===== config.mk =====
export PLATFORM = sky130hd
export DESIGN_NAME = vga_pattern_gen
export DESIGN_NICKNAME = d
export VERILOG_FILES = /design/src/rtl/vga_pattern_gen_pkg.sv /design/src/rtl/vga_pattern_gen_timing.sv /design/src/rtl/vga_pattern_gen.sv
export SDC_FILE = /design/constraint.sdc
export NUM_CORES = 1
export LEC_CHECK = 0
export CAP_MARGIN = 5
export CELL_PAD_IN_SITES_DETAIL_PLACEMENT = 1
export CELL_PAD_IN_SITES_GLOBAL_PLACEMENT = 2
export CORE_MARGIN = 5
export CORE_UTILIZATION = 39
export DETAILED_ROUTE_END_ITERATION = 10
export GPL_TIMING_DRIVEN = 0
export PLACE_DENSITY = 0.95
export RECOVER_POWER = 100
export SLEW_MARGIN = 20
export SYNTH_ARGS = -nofsm -noshare
export SYNTH_HDL_FRONTEND = slang
export SYNTH_HIERARCHICAL = 1
export SYNTH_SLANG_ARGS = --single-unit

===== constraint.sdc =====
create_clock -name clk -period 7.4 [get_ports clk]
set_clock_uncertainty 0.2 [all_clocks]
set_input_delay 1.48 -clock clk [delete_from_list [all_inputs] [get_ports clk]]
set_output_delay 1.48 -clock clk [all_outputs]
set_load 0.01 [all_outputs]

===== src/rtl/vga_pattern_gen_pkg.sv =====
// Shared definitions for the VGA pattern generator: mode encodings and
// constant helper functions used to size counters and address ports.
package vga_pattern_gen_pkg;

  typedef enum logic [1:0] {
    MODE_BARS   = 2'd0,
    MODE_CHECK  = 2'd1,
    MODE_SPRITE = 2'd2,
    MODE_GRAD   = 2'd3
  } mode_t;

  function automatic int clog2(input int value);
    int r;
    r = 0;
    while ((1 << r) < value) r++;
    return r;
  endfunction

  // Never returns a zero width, so degenerate parameters still give legal vectors.
  function automatic int width_of(input int count);
    return (clog2(count) < 1) ? 1 : clog2(count);
  endfunction

  function automatic int total(input int active, input int fp, input int sync, input int bp);
    return active + fp + sync + bp;
  endfunction

endpackage


===== src/rtl/vga_pattern_gen_timing.sv =====
// Pixel strobe divider, line/frame counters and raw sync/active decode.
// The sync and active levels here are combinational; the top registers them.
module vga_pattern_gen_timing import vga_pattern_gen_pkg::*; #(
  parameter int   H_ACTIVE = 640,
  parameter int   H_FP     = 16,
  parameter int   H_SYNC   = 96,
  parameter int   H_BP     = 48,
  parameter int   V_ACTIVE = 480,
  parameter int   V_FP     = 10,
  parameter int   V_SYNC   = 2,
  parameter int   V_BP     = 33,
  parameter logic HS_POL   = 1'b0,
  parameter logic VS_POL   = 1'b0,
  parameter int   CLK_DIV  = 2,
  parameter int   HW       = 10,
  parameter int   VW       = 10
) (
  input  logic          clk,
  input  logic          rst_n,
  output logic          pix_en,
  output logic          pclk,
  output logic [HW-1:0] h_cnt,
  output logic [VW-1:0] v_cnt,
  output logic          h_sync,
  output logic          v_sync,
  output logic          active,
  output logic          frame_end
);

  localparam int H_TOT = total(H_ACTIVE, H_FP, H_SYNC, H_BP);
  localparam int V_TOT = total(V_ACTIVE, V_FP, V_SYNC, V_BP);
  localparam int DW    = width_of(CLK_DIV);

  localparam logic [DW-1:0] DIV_LAST    = DW'(CLK_DIV - 1);
  localparam logic [DW-1:0] DIV_HALF    = DW'(CLK_DIV / 2);
  localparam logic [HW-1:0] H_LAST      = HW'(H_TOT - 1);
  localparam logic [HW-1:0] H_ACT       = HW'(H_ACTIVE);
  localparam logic [HW-1:0] H_SYNC_ON   = HW'(H_ACTIVE + H_FP);
  localparam logic [HW-1:0] H_SYNC_LAST = HW'(H_ACTIVE + H_FP + H_SYNC - 1);
  localparam logic [VW-1:0] V_LAST      = VW'(V_TOT - 1);
  localparam logic [VW-1:0] V_ACT       = VW'(V_ACTIVE);
  localparam logic [VW-1:0] V_SYNC_ON   = VW'(V_ACTIVE + V_FP);
  localparam logic [VW-1:0] V_SYNC_LAST = VW'(V_ACTIVE + V_FP + V_SYNC - 1);

  logic [DW-1:0] div_cnt;
  logic          line_end;

  assign pix_en    = (div_cnt == DIV_LAST);
  assign line_end  = (h_cnt == H_LAST);
  assign frame_end = pix_en && line_end && (v_cnt == V_LAST);

  always_ff @(posedge clk or negedge rst_n) begin
    if (!rst_n) begin
      div_cnt <= '0;
      pclk    <= 1'b0;
    end else begin
      div_cnt <= pix_en ? '0 : div_cnt + 1'b1;
      pclk    <= (div_cnt >= DIV_HALF);
    end
  end

  always_ff @(posedge clk or negedge rst_n) begin
    if (!rst_n) begin
      h_cnt <= '0;
      v_cnt <= '0;
    end else if (pix_en) begin
      if (line_end) begin
        h_cnt <= '0;
        v_cnt <= (v_cnt == V_LAST) ? '0 : v_cnt + 1'b1;
      end else begin
        h_cnt <= h_cnt + 1'b1;
      end
    end
  end

  assign h_sync = (h_cnt >= H_SYNC_ON && h_cnt <= H_SYNC_LAST) ? HS_POL : ~HS_POL;
  assign v_sync = (v_cnt >= V_SYNC_ON && v_cnt <= V_SYNC_LAST) ? VS_POL : ~VS_POL;
  assign active = (h_cnt < H_ACT) && (v_cnt < V_ACT);

endmodule


===== src/rtl/vga_pattern_gen.sv =====
// Parametrised VGA timing generator with bars/checker/sprite/gradient images.
// Every output is registered on the pixel strobe, giving one pixel of latency.
module vga_pattern_gen import vga_pattern_gen_pkg::*; #(
  parameter int   H_ACTIVE  = 640,
  parameter int   H_FP      = 16,
  parameter int   H_SYNC    = 96,
  parameter int   H_BP      = 48,
  parameter int   V_ACTIVE  = 480,
  parameter int   V_FP      = 10,
  parameter int   V_SYNC    = 2,
  parameter int   V_BP      = 33,
  parameter logic HS_POL    = 1'b0,
  parameter logic VS_POL    = 1'b0,
  parameter int   CLK_DIV   = 2,
  parameter int   COLOR_W   = 8,
  parameter int   SPR_W     = 64,
  parameter int   SPR_H     = 48,
  parameter int   STEP      = 2,
  parameter int   CHK_SHIFT = 5
) (
  input  logic                         clk,
  input  logic                         rst_n,
  input  logic [1:0]                   mode,
  input  logic                         pause,
  output logic                         pclk,
  output logic                         hsync,
  output logic                         vsync,
  output logic                         valid,
  output logic [COLOR_W-1:0]           vga_r,
  output logic [COLOR_W-1:0]           vga_g,
  output logic [COLOR_W-1:0]           vga_b,
  output logic [clog2(H_ACTIVE)-1:0]   h_addr,
  output logic [clog2(V_ACTIVE)-1:0]   v_addr,
  output logic                         frame_start
);

  localparam int HW    = width_of(total(H_ACTIVE, H_FP, H_SYNC, H_BP));
  localparam int VW    = width_of(total(V_ACTIVE, V_FP, V_SYNC, V_BP));
  localparam int AW    = clog2(H_ACTIVE);
  localparam int BW    = clog2(V_ACTIVE);
  localparam int X_MAX = H_ACTIVE - SPR_W;
  localparam int Y_MAX = V_ACTIVE - SPR_H;
  localparam logic [COLOR_W-1:0] MAX = '1;

  logic          pix_en;
  logic [HW-1:0] h_cnt;
  logic [VW-1:0] v_cnt;
  logic          h_sync_now;
  logic          v_sync_now;
  logic          active;
  logic          frame_end;

  vga_pattern_gen_timing #(
    .H_ACTIVE (H_ACTIVE), .H_FP (H_FP), .H_SYNC (H_SYNC), .H_BP (H_BP),
    .V_ACTIVE (V_ACTIVE), .V_FP (V_FP), .V_SYNC (V_SYNC), .V_BP (V_BP),
    .HS_POL   (HS_POL),   .VS_POL (VS_POL), .CLK_DIV (CLK_DIV),
    .HW       (HW),       .VW (VW)
  ) u_timing (
    .clk       (clk),
    .rst_n     (rst_n),
    .pix_en    (pix_en),
    .pclk      (pclk),
    .h_cnt     (h_cnt),
    .v_cnt     (v_cnt),
    .h_sync    (h_sync_now),
    .v_sync    (v_sync_now),
    .active    (active),
    .frame_end (frame_end)
  );

  mode_t               mode_q;
  logic [AW-1:0]       spr_x, spr_x_next;
  logic [BW-1:0]       spr_y, spr_y_next;
  logic                dx_pos, dx_next;
  logic                dy_pos, dy_next;
  logic [2:0]          bar_i;
  logic                check_on;
  logic                in_sprite;
  logic [COLOR_W-1:0]  r_next, g_next, b_next;

  // Mode and sprite only change at the frame wrap, so a frame never tears.
  always_ff @(posedge clk or negedge rst_n) begin
    if (!rst_n) begin
      mode_q <= MODE_BARS;
      spr_x  <= '0;
      spr_y  <= '0;
      dx_pos <= 1'b1;
      dy_pos <= 1'b1;
    end else if (frame_end) begin
      mode_q <= mode_t'(mode);
      if (!pause) begin
        spr_x  <= spr_x_next;
        spr_y  <= spr_y_next;
        dx_pos <= dx_next;
        dy_pos <= dy_next;
      end
    end
  end

  always_comb begin
    spr_x_next = spr_x;
    dx_next    = dx_pos;
    if (dx_pos) begin
      if (int'(spr_x) + STEP > X_MAX) begin
        spr_x_next = AW'(X_MAX);
        dx_next    = 1'b0;
      end else begin
        spr_x_next = AW'(int'(spr_x) + STEP);
      end
    end else if (int'(spr_x) < STEP) begin
      spr_x_next = '0;
      dx_next    = 1'b1;
    end else begin
      spr_x_next = AW'(int'(spr_x) - STEP);
    end
  end

  always_comb begin
    spr_y_next = spr_y;
    dy_next    = dy_pos;
    if (dy_pos) begin
      if (int'(spr_y) + STEP > Y_MAX) begin
        spr_y_next = BW'(Y_MAX);
        dy_next    = 1'b0;
      end else begin
        spr_y_next = BW'(int'(spr_y) + STEP);
      end
    end else if (int'(spr_y) < STEP) begin
      spr_y_next = '0;
      dy_next    = 1'b1;
    end else begin
      spr_y_next = BW'(int'(spr_y) - STEP);
    end
  end

  // Bar 0 (leftmost) maps to index 7 so that it comes out white.
  assign bar_i     = 3'(7 - (int'(h_cnt) * 8) / H_ACTIVE);
  assign check_on  = 1'(h_cnt >> CHK_SHIFT) ^ 1'(v_cnt >> CHK_SHIFT);
  assign in_sprite = (int'(h_cnt) >= int'(spr_x)) && (int'(h_cnt) < int'(spr_x) + SPR_W) &&
                     (int'(v_cnt) >= int'(spr_y)) && (int'(v_cnt) < int'(spr_y) + SPR_H);

  always_comb begin
    r_next = '0;
    g_next = '0;
    b_next = '0;
    if (active) begin
      case (mode_q)
        MODE_BARS: begin
          r_next = bar_i[2] ? MAX : '0;
          g_next = bar_i[1] ? MAX : '0;
          b_next = bar_i[0] ? MAX : '0;
        end
        MODE_CHECK: begin
          if (check_on) begin
            r_next = MAX;
            g_next = MAX;
            b_next = MAX;
          end
        end
        MODE_SPRITE: begin
          b_next = MAX;
          if (in_sprite) begin
            r_next = MAX;
            g_next = MAX;
          end
        end
        MODE_GRAD: begin
          r_next = COLOR_W'(h_cnt);
          g_next = COLOR_W'(v_cnt);
        end
      endcase
    end
  end

  always_ff @(posedge clk or negedge rst_n) begin
    if (!rst_n) begin
      hsync       <= ~HS_POL;
      vsync       <= ~VS_POL;
      valid       <= 1'b0;
      vga_r       <= '0;
      vga_g       <= '0;
      vga_b       <= '0;
      h_addr      <= '0;
      v_addr      <= '0;
      frame_start <= 1'b0;
    end else begin
      frame_start <= pix_en && (h_cnt == '0) && (v_cnt == '0);
      if (pix_en) begin
        hsync  <= h_sync_now;
        vsync  <= v_sync_now;
        valid  <= active;
        vga_r  <= r_next;
        vga_g  <= g_next;
        vga_b  <= b_next;
        h_addr <= active ? AW'(h_cnt) : '0;
        v_addr <= active ? BW'(v_cnt) : '0;
      end
    end
  end

endmodule


# Yosys cells after proc, flatten, opt, wreduce, memory -nomap -nowiden
# Index checks and enable logic that the tools add are counted.
dict set report word_totals {
  regBits 92
  input_bits 5
  output_inout_bits 48
  elab_cells 96
}
dict set report classes {
  add_sub_neg 10
  div 1
  order_cmp 15
  eq_ne 5
  muxes 30
  bitwise 2
  reduce_logical 15
}
# cell count
set op_table {}
lappend op_table {{8-bit 2-to-1 mux} 8}
lappend op_table {{8-bit one-hot mux with 4 select lines} 2}
lappend op_table {{10-bit 2-to-1 mux} 6}
lappend op_table {{9-bit 2-to-1 mux} 4}
lappend op_table {{14-bit by 11-bit divider with 32-bit output, second input constant} 1}
lappend op_table {{32-bit by 10-bit > comparator with 1-bit output, second input constant} 1}
lappend op_table {{32-bit by 11-bit > comparator with 1-bit output, second input constant} 1}
lappend op_table {{8-bit one-hot mux with 3 select lines} 1}
lappend op_table {{10-bit by 1-bit adder with 10-bit output, second input constant} 2}
lappend op_table {{10-bit equality test, second input constant} 2}
lappend op_table {{10-bit zero test} 2}
lappend op_table {{10-bit by 2-bit adder with 11-bit output, second input constant} 1}
lappend op_table {{10-bit by 7-bit adder with 11-bit output, second input constant} 1}
lappend op_table {{10-bit by 11-bit less-than comparator with 1-bit output} 1}
lappend op_table {{9-bit by 2-bit adder with 10-bit output, second input constant} 1}
lappend op_table {{9-bit by 6-bit adder with 10-bit output, second input constant} 1}
lappend op_table {{10-bit greater-or-equal comparator} 1}
lappend op_table {{10-bit greater-or-equal comparator, second input constant} 1}
lappend op_table {{10-bit by 9-bit greater-or-equal comparator with 1-bit output} 1}
lappend op_table {{10-bit by 9-bit greater-or-equal comparator with 1-bit output, second input constant} 1}
lappend op_table {{10-bit less-or-equal comparator, second input constant} 1}
lappend op_table {{10-bit by 9-bit less-or-equal comparator with 1-bit output, second input constant} 1}
lappend op_table {{1-bit logical AND} 10}
lappend op_table {{10-bit less-than comparator} 1}
lappend op_table {{16 further kinds} 26}

# Depth between registers and ports, before layout
dict set report logic_depth {
  word_depth 8
  ltp_mapped 12
  depth_no_buf 11
}

# Modules after synthesis
# Netlist, hierarchy kept.
# mod instances cells_per_inst area_each_um2
set modules_own_cells {}
lappend modules_own_cells {vga_pattern_gen 1 548 4631.9}
lappend modules_own_cells {vga_pattern_gen_timing 1 123 1237.4}

# Worst setup path after synthesis
# Ideal clock, no wire load.
dict set report synth_timing {
  path_type {register to register}
  startpoint {reg spr_x[6]}
  endpoint {reg vga_r[1]}
  setup_ns 0.069
  t_arrival_ns 2.414
  t_required_ns 7.131
  setup_slack_ns 4.716
  stages_incl_launch_ff 12
  n_path_buf 0
  synth_period_minus_slack_ns 2.684
  cell_sequence {dfrtp_1 inv_1 ha_1 inv_1 ha_1 o21a_1 o21a_1 o22ai_1 o22ai_1 nor4_4 o311ai_4 nand2_1}
}
dict set report synth_between {
  elab_chain_len 8
  word_cells_on_any_way 9
  classes_between {1 x add/sub; 2 x order compare; 3 x mux; 3 x reduce/logical}
}
# element line
set synth_rtl {}
lappend synth_rtl {{start: declaration} vga_pattern_gen.sv:72} ;# logic [AW-1:0] spr_x, spr_x_next;
lappend synth_rtl {{start signal: assignment} vga_pattern_gen.sv:92} ;# spr_x <= spr_x_next;
lappend synth_rtl {{10-bit by 7-bit adder with 11-bit output} vga_pattern_gen.sv:139} ;# assign in_sprite = (int'(h_cnt) >= int'(spr_x)) && (int'(h_cnt) < int'(spr_x) + SPR_W) &&
lappend synth_rtl {{10-bit by 11-bit less-than comparator with 1-bit output} vga_pattern_gen.sv:139}
lappend synth_rtl {{1-bit logical AND * (2 in a row)} vga_pattern_gen.sv:139}
lappend synth_rtl {{1-bit logical AND *} vga_pattern_gen.sv:140} ;# (int'(v_cnt) >= int'(spr_y)) && (int'(v_cnt) < int'(spr_y) + SPR_H);
lappend synth_rtl {{8-bit 2-to-1 mux *} vga_pattern_gen.sv:162} ;# if (in_sprite) begin
lappend synth_rtl {{8-bit one-hot mux with 4 select lines *} vga_pattern_gen.sv:147} ;# case (mode_q)
lappend synth_rtl {{8-bit 2-to-1 mux *} vga_pattern_gen.sv:146} ;# if (active) begin
lappend synth_rtl {{end signal: assignment} vga_pattern_gen.sv:192} ;# vga_r <= r_next;
lappend synth_rtl {{end: declaration} vga_pattern_gen.sv:29} ;# output logic [COLOR_W-1:0] vga_r,
# Mark *: on every way between the ends. The rest lies on a longest branch, timed or not.
# A chain may end at the register's enable or synchronous reset.

# Worst setup path in the final report
dict set report layout_timing {
  startpoint {reg u_timing.h_cnt[0]}
  endpoint {reg spr_x[3]}
}
dict set report layout_between {
  elab_chain_len 4
}
# element line
set layout_rtl {}
lappend layout_rtl {{start: declaration} vga_pattern_gen_timing.sv:22} ;# output logic [HW-1:0] h_cnt,
lappend layout_rtl {{start signal: assignment} vga_pattern_gen_timing.sv:71} ;# h_cnt <= h_cnt + 1'b1;
lappend layout_rtl {{10-bit equality test} vga_pattern_gen_timing.sv:49} ;# assign line_end = (h_cnt == H_LAST);
lappend layout_rtl {{1-bit logical AND (2 in a row)} vga_pattern_gen_timing.sv:50} ;# assign frame_end = pix_en && line_end && (v_cnt == V_LAST);
lappend layout_rtl {{named net frame_end} vga_pattern_gen.sv:51} ;# logic frame_end;
lappend layout_rtl {{2-bit AND reduction (no source line)} -}
# The timed path passes the listed nets, and every way through them passes these cells.

==> reports/qor_table.md <==
| Metric | This run | Unit |
|---|---|---|
| All-layer global routing usage | 0.205 | - |
| Startpoint of the lowest-slack register-to-register path | u_timing/h_cnt[0]$_DFFE_PN0P_ | - |
| Fin util | 0.467 | - |
| Layout cell share with drive strength beyond 1 | 0.0905 | - |
| Post-CTS Repair Setup Buffers | 0 | - |
| Routability cong. | 0.885 | - |
| Crit path from | u_timing/h_cnt[0]$_DFFE_PN0P_ | - |
| Result of the run | finished with violations | - |
| Worst Hold Launch | vga_g[6]$_DFFE_PN0P_ | - |
| Drt initial violations | 267 | - |
| Clk root buf | sky130_fd_sc_hd__clkbuf_16 | - |
| Portion of netlist area occupied by mux cells | 0.0173 | - |
| Setup violations, final | 0 | - |
| Total of fill cells in the finished design | 1,763 | - |
| Final critical-path required period | 4340 | ps |
| Final-layout setup total negative slack | 0 | ps |
| Hold Violations, Final | 0 | - |
| Maximum number of pins on one net before global-route repair | 45 | - |
| Top area cells in the synthesized netlist | sky130_fd_sc_hd__dfrtp_1, sky130_fd_sc_hd__ha_1, sky130_fd_sc_hd__o21ai_0, sky130_fd_sc_hd__nand2_1, sky130_fd_sc_hd__inv_1 | - |
| Initial core utilization | 0.401 | - |
| Via/cell ratio | 5.92 | - |
| Post-synthesis share of cell area spent on full adders, half adders and majority gates | 0.0853 | - |
| CTS sink count | 83 | - |
| Share of synthesized flip-flops with an asynchronous set or reset | 1.00 | - |
| Largest family of logic cells by synthesized area | compound AO/OA/AOI/OAI gates | - |
| F_max | 230 | MHz |
| Clk slew on worst S/H paths | 70 | ps |
| Netlist Area Pre-Place | 5870 | sq um |
| TritonCTS clock tree | yes | - |
| Clk_lat worst skew | 360 | ps |
| HPWL after DPL | 13.0 | mm |
| PortBufs | 52 | - |
| Worst max-slew margin expressed relative to the limit | -0.599 | - |
| Number of synthesized register bits | 83 | - |
| H-tree depth reported by CTS | 3 | - |
| Number of top-level pins | 53 | - |
| Detailed Route WL | 17.6 | mm |
| Post-Synth Simple-Gate Area | 0.214 | - |
| P&R area growth vs syn | 16.5 | % |
| Failing checks | max-capacitance violations, max-slew violations | - |
| Fraction of the cycle the final worst path needs | 0.587 | - |
| Top_reg_cell synth | sky130_fd_sc_hd__dfrtp_1 | - |
| Detail Route Antenna Nets | 0 | - |
| Crit path launch type | flop | - |
| Vertical extent of the die | 133 | um |
| Warnings from Yosys | 6 | - |
| Pins over their slew limit | 49 | - |
| Hold-fix buffers at CTS | 0 | - |
| Area of the die | 17,600 | sq um |
| Total number of placement rows | 44 | - |
| Net count, final | 780 | - |
| Core box area | 14,600 | sq um |
| Crit path required time | 7450 | ps |
| Max-capacitance violation count | 2 | - |
| Power Density | 134 | nW/um^2 |
| First-pass iteration count of the detailed router | 5 | - |
| Net Count, Synth | 716 | - |
| Share of the synthesized area in compound gates (AO/OA/AOI/OAI) | 0.229 | - |
| Number of gates resized after cts | 0 | - |
| EDFF count, synth | 0 | - |
| Global-route wire length before repair | 29.8 | mm |
| Classification of the worst-slack hold path | flop to flop | - |
| Post-synth top area share | 0.337 | - |
| Sequential-to-total area share from yosys stat | 0.355 | - |
| Mapped Cells | 671 | - |
| Number of different library cells in the post-synthesis netlist | 89 | - |
| Arrival time at the worst endpoint | 4390 | ps |
| ANT cells | 0 | - |
| Number of design rule violations left after detail routing | 0 | - |
| Post-detailed-route wirelength per cell | 19.1 | um |
| Type of destination of the critical path | flop | - |
| Die width | 133 | um |
| Remaining Overflow, GRT | 0 | - |
| Static Leakage | 2.78 | nW |
| Via total after detailed routing | 5,468 | - |
| CTS buffer count | 9 | - |
| Initial antenna violation count | 0 | - |
| Buffers from clock root to sink, at most | 2 | - |
| Maximum fanout along the worst path | 10 | - |
| Max rail drop VDD | 0.107 | mV |
| Measured slew at the worst slew-check pin | 2400 | ps |
| XOR/XNOR share of the synthesized area | 0.0194 | - |
| Type of the setup path with the least slack | flop to flop | - |
| RSZ-0062 raised after global routing | no | - |
| Synthesized area divided by synthesized cell count | 8.75 | sq um |
| Vias in the first global route | 5,794 | - |
| Cell type with the largest total area after synthesis | sky130_fd_sc_hd__dfrtp_1 | - |
[worst paths after layout]
path | end | slack [ps] | cells after the start
max | spr_x[3]$_DFFE_PN0P_ | 3060 | 10
min | vga_g[6]$_DFFE_PN0P_ | 290 | 2
max reg2reg | spr_x[3]$_DFFE_PN0P_ | 3060 | 10
min reg2reg | vga_g[6]$_DFFE_PN0P_ | 290 | 2
max in group asynchronous | spr_x[3]$_DFFE_PN0P_ | 3980 | 1
min in group asynchronous | h_addr[5]$_DFFE_PN0P_ | 1640 | 1
[flip-flops by register name, summed over array words and instances, names as in the netlist, 2 cells and up]
signal          cells
vga_g               8
spr_y               8
spr_x               9
u_timing/v_cnt     10
h_addr             10
mode_q              2
u_timing/h_cnt     10
vga_r               8
v_addr              9
[power breakdown]
group | switching [mW] | internal, mW
registers | 0 | 0.453
clock network | 0.216 | 0.236
logic | 0.00970 | 0.00320
[Yosys cell counts (3+ instances only)]
cell type	n
sky130_fd_sc_hd__or4_1	4
sky130_fd_sc_hd__nor3_1	15
sky130_fd_sc_hd__a21oi_1	36
sky130_fd_sc_hd__clkbuf_1	19
sky130_fd_sc_hd__inv_1	50
sky130_fd_sc_hd__dfrtp_1	79
sky130_fd_sc_hd__nor4_1	7
sky130_fd_sc_hd__ha_1	40
sky130_fd_sc_hd__o21ai_1	13
sky130_fd_sc_hd__o2bb2ai_1	3
sky130_fd_sc_hd__dfstp_2	4
sky130_fd_sc_hd__o211ai_1	8
sky130_fd_sc_hd__and3_1	9
sky130_fd_sc_hd__and2_1	3
sky130_fd_sc_hd__nand2_1	56
sky130_fd_sc_hd__o41ai_1	3
sky130_fd_sc_hd__nor2_1	43
sky130_fd_sc_hd__buf_4	11
sky130_fd_sc_hd__a2111oi_0	9
sky130_fd_sc_hd__mux2_2	5
sky130_fd_sc_hd__and4_1	3
sky130_fd_sc_hd__o21a_1	6
sky130_fd_sc_hd__xor2_1	4
sky130_fd_sc_hd__nand3_1	33
sky130_fd_sc_hd__buf_6	8
sky130_fd_sc_hd__nor2_2	3
sky130_fd_sc_hd__nand3b_1	3
sky130_fd_sc_hd__nand4_1	14
sky130_fd_sc_hd__mux2i_1	3
sky130_fd_sc_hd__o2111ai_1	3
sky130_fd_sc_hd__nor2b_1	7
sky130_fd_sc_hd__a22o_1	4
sky130_fd_sc_hd__o21ai_0	55
sky130_fd_sc_hd__a21o_1	4
sky130_fd_sc_hd__a22oi_1	10
sky130_fd_sc_hd__a31oi_1	10
sky130_fd_sc_hd__nand2b_1	5
sky130_fd_sc_hd__and3_2	3
sky130_fd_sc_hd__buf_2	3
sky130_fd_sc_hd__o22ai_1	6
sky130_fd_sc_hd__xnor2_1	9
[area by class of cell]
class	count	area, sq um	area share
well taps	184	230	0.0337
multi-input cells	490	3240	0.474
flip-flops and latches	83	2080	0.304
plain buffers	44	253	0.0370
clock inverters	6	57.6	0.00842
repair buffers	53	542	0.0792
clock buffers	10	229	0.0335
inverters	54	205	0.0300
[cells in the final DEF (no fill, tap or decap), drive strengths merged, types with 4 or more instances in the layout]
master | synthesis | layout
dfrtp | 79 | 79
xnor2 | 9 | 9
o211ai | 8 | 8
nor3 | 16 | 16
a21o | 4 | 4
o21a | 6 | 6
o21ai | 68 | 68
a31oi | 10 | 10
a21oi | 36 | 36
mux2 | 6 | 6
nand2 | 56 | 56
buf | 24 | 16
nand3 | 35 | 35
xor2 | 4 | 4
clkdlybuf4s50 | 0 | 8
a22o | 4 | 4
inv | 53 | 57
ha | 40 | 40
nand2b | 5 | 5
nor2b | 7 | 7
and3 | 12 | 12
a2111oi | 11 | 11
nor2 | 46 | 46
dlygate4sd3 | 0 | 43
o22ai | 6 | 6
nor4 | 9 | 9
nand4 | 17 | 17
a22oi | 11 | 11
clkbuf | 20 | 40
or4 | 5 | 5
dfstp | 4 | 4
and4 | 4 | 4
[layer usage]
| metal | part of all wire | wire (um) | global-route usage |
|---|---|---|---|
| met1 | 0.45 | 7870 | 0.262 |
| met5 | 0 | 0 | 0 |
| met2 | 0.49 | 8700 | 0.351 |
| met4 | 0.021 | 376 | 0.0808 |
| met3 | 0.038 | 678 | 0.0296 |
[through the flow]
step | std cells | setup WS [ps] | hold WS [ps] | instance area, sq um | power (mW)
after global placement | 907 | 1580 | 283 | 6620 | 0.474
after floorplan | 671 | 4720 | 288 | 5870 | 0.462
after detailed placement | 908 | 3680 | 287 | 6650 | 0.476
after global routing | 924 | 2760 | 331 | 6840 | 0.955
final | 924 | 3060 | 295 | 6840 | 0.919
after CTS | 924 | 3680 | 305 | 6930 | 0.933
[cells by family after synthesis]
kind of cell	after synthesis
XOR/XNOR	13
AO/OA/AOI/OAI	199
adder cells (fa/ha/maj)	40
flip-flops	83
buffers and inverters	98
multiplexers	9
AND/OR/NAND/NOR	229
[critical path: stages, from the launching register on]
cell and delay [ps]:
sky130_fd_sc_hd__dfrtp_1 630, sky130_fd_sc_hd__ha_1 310, sky130_fd_sc_hd__nor4b_1 460, sky130_fd_sc_hd__nand4_1 530, sky130_fd_sc_hd__nor2_1 540, sky130_fd_sc_hd__nor2b_1 270
sky130_fd_sc_hd__clkbuf_1 420, sky130_fd_sc_hd__clkbuf_1 470, sky130_fd_sc_hd__o221ai_1 220, sky130_fd_sc_hd__nor2_1 120, sky130_fd_sc_hd__nor2_1 40
No activity file was read; power rests on OpenSTA's default activity.
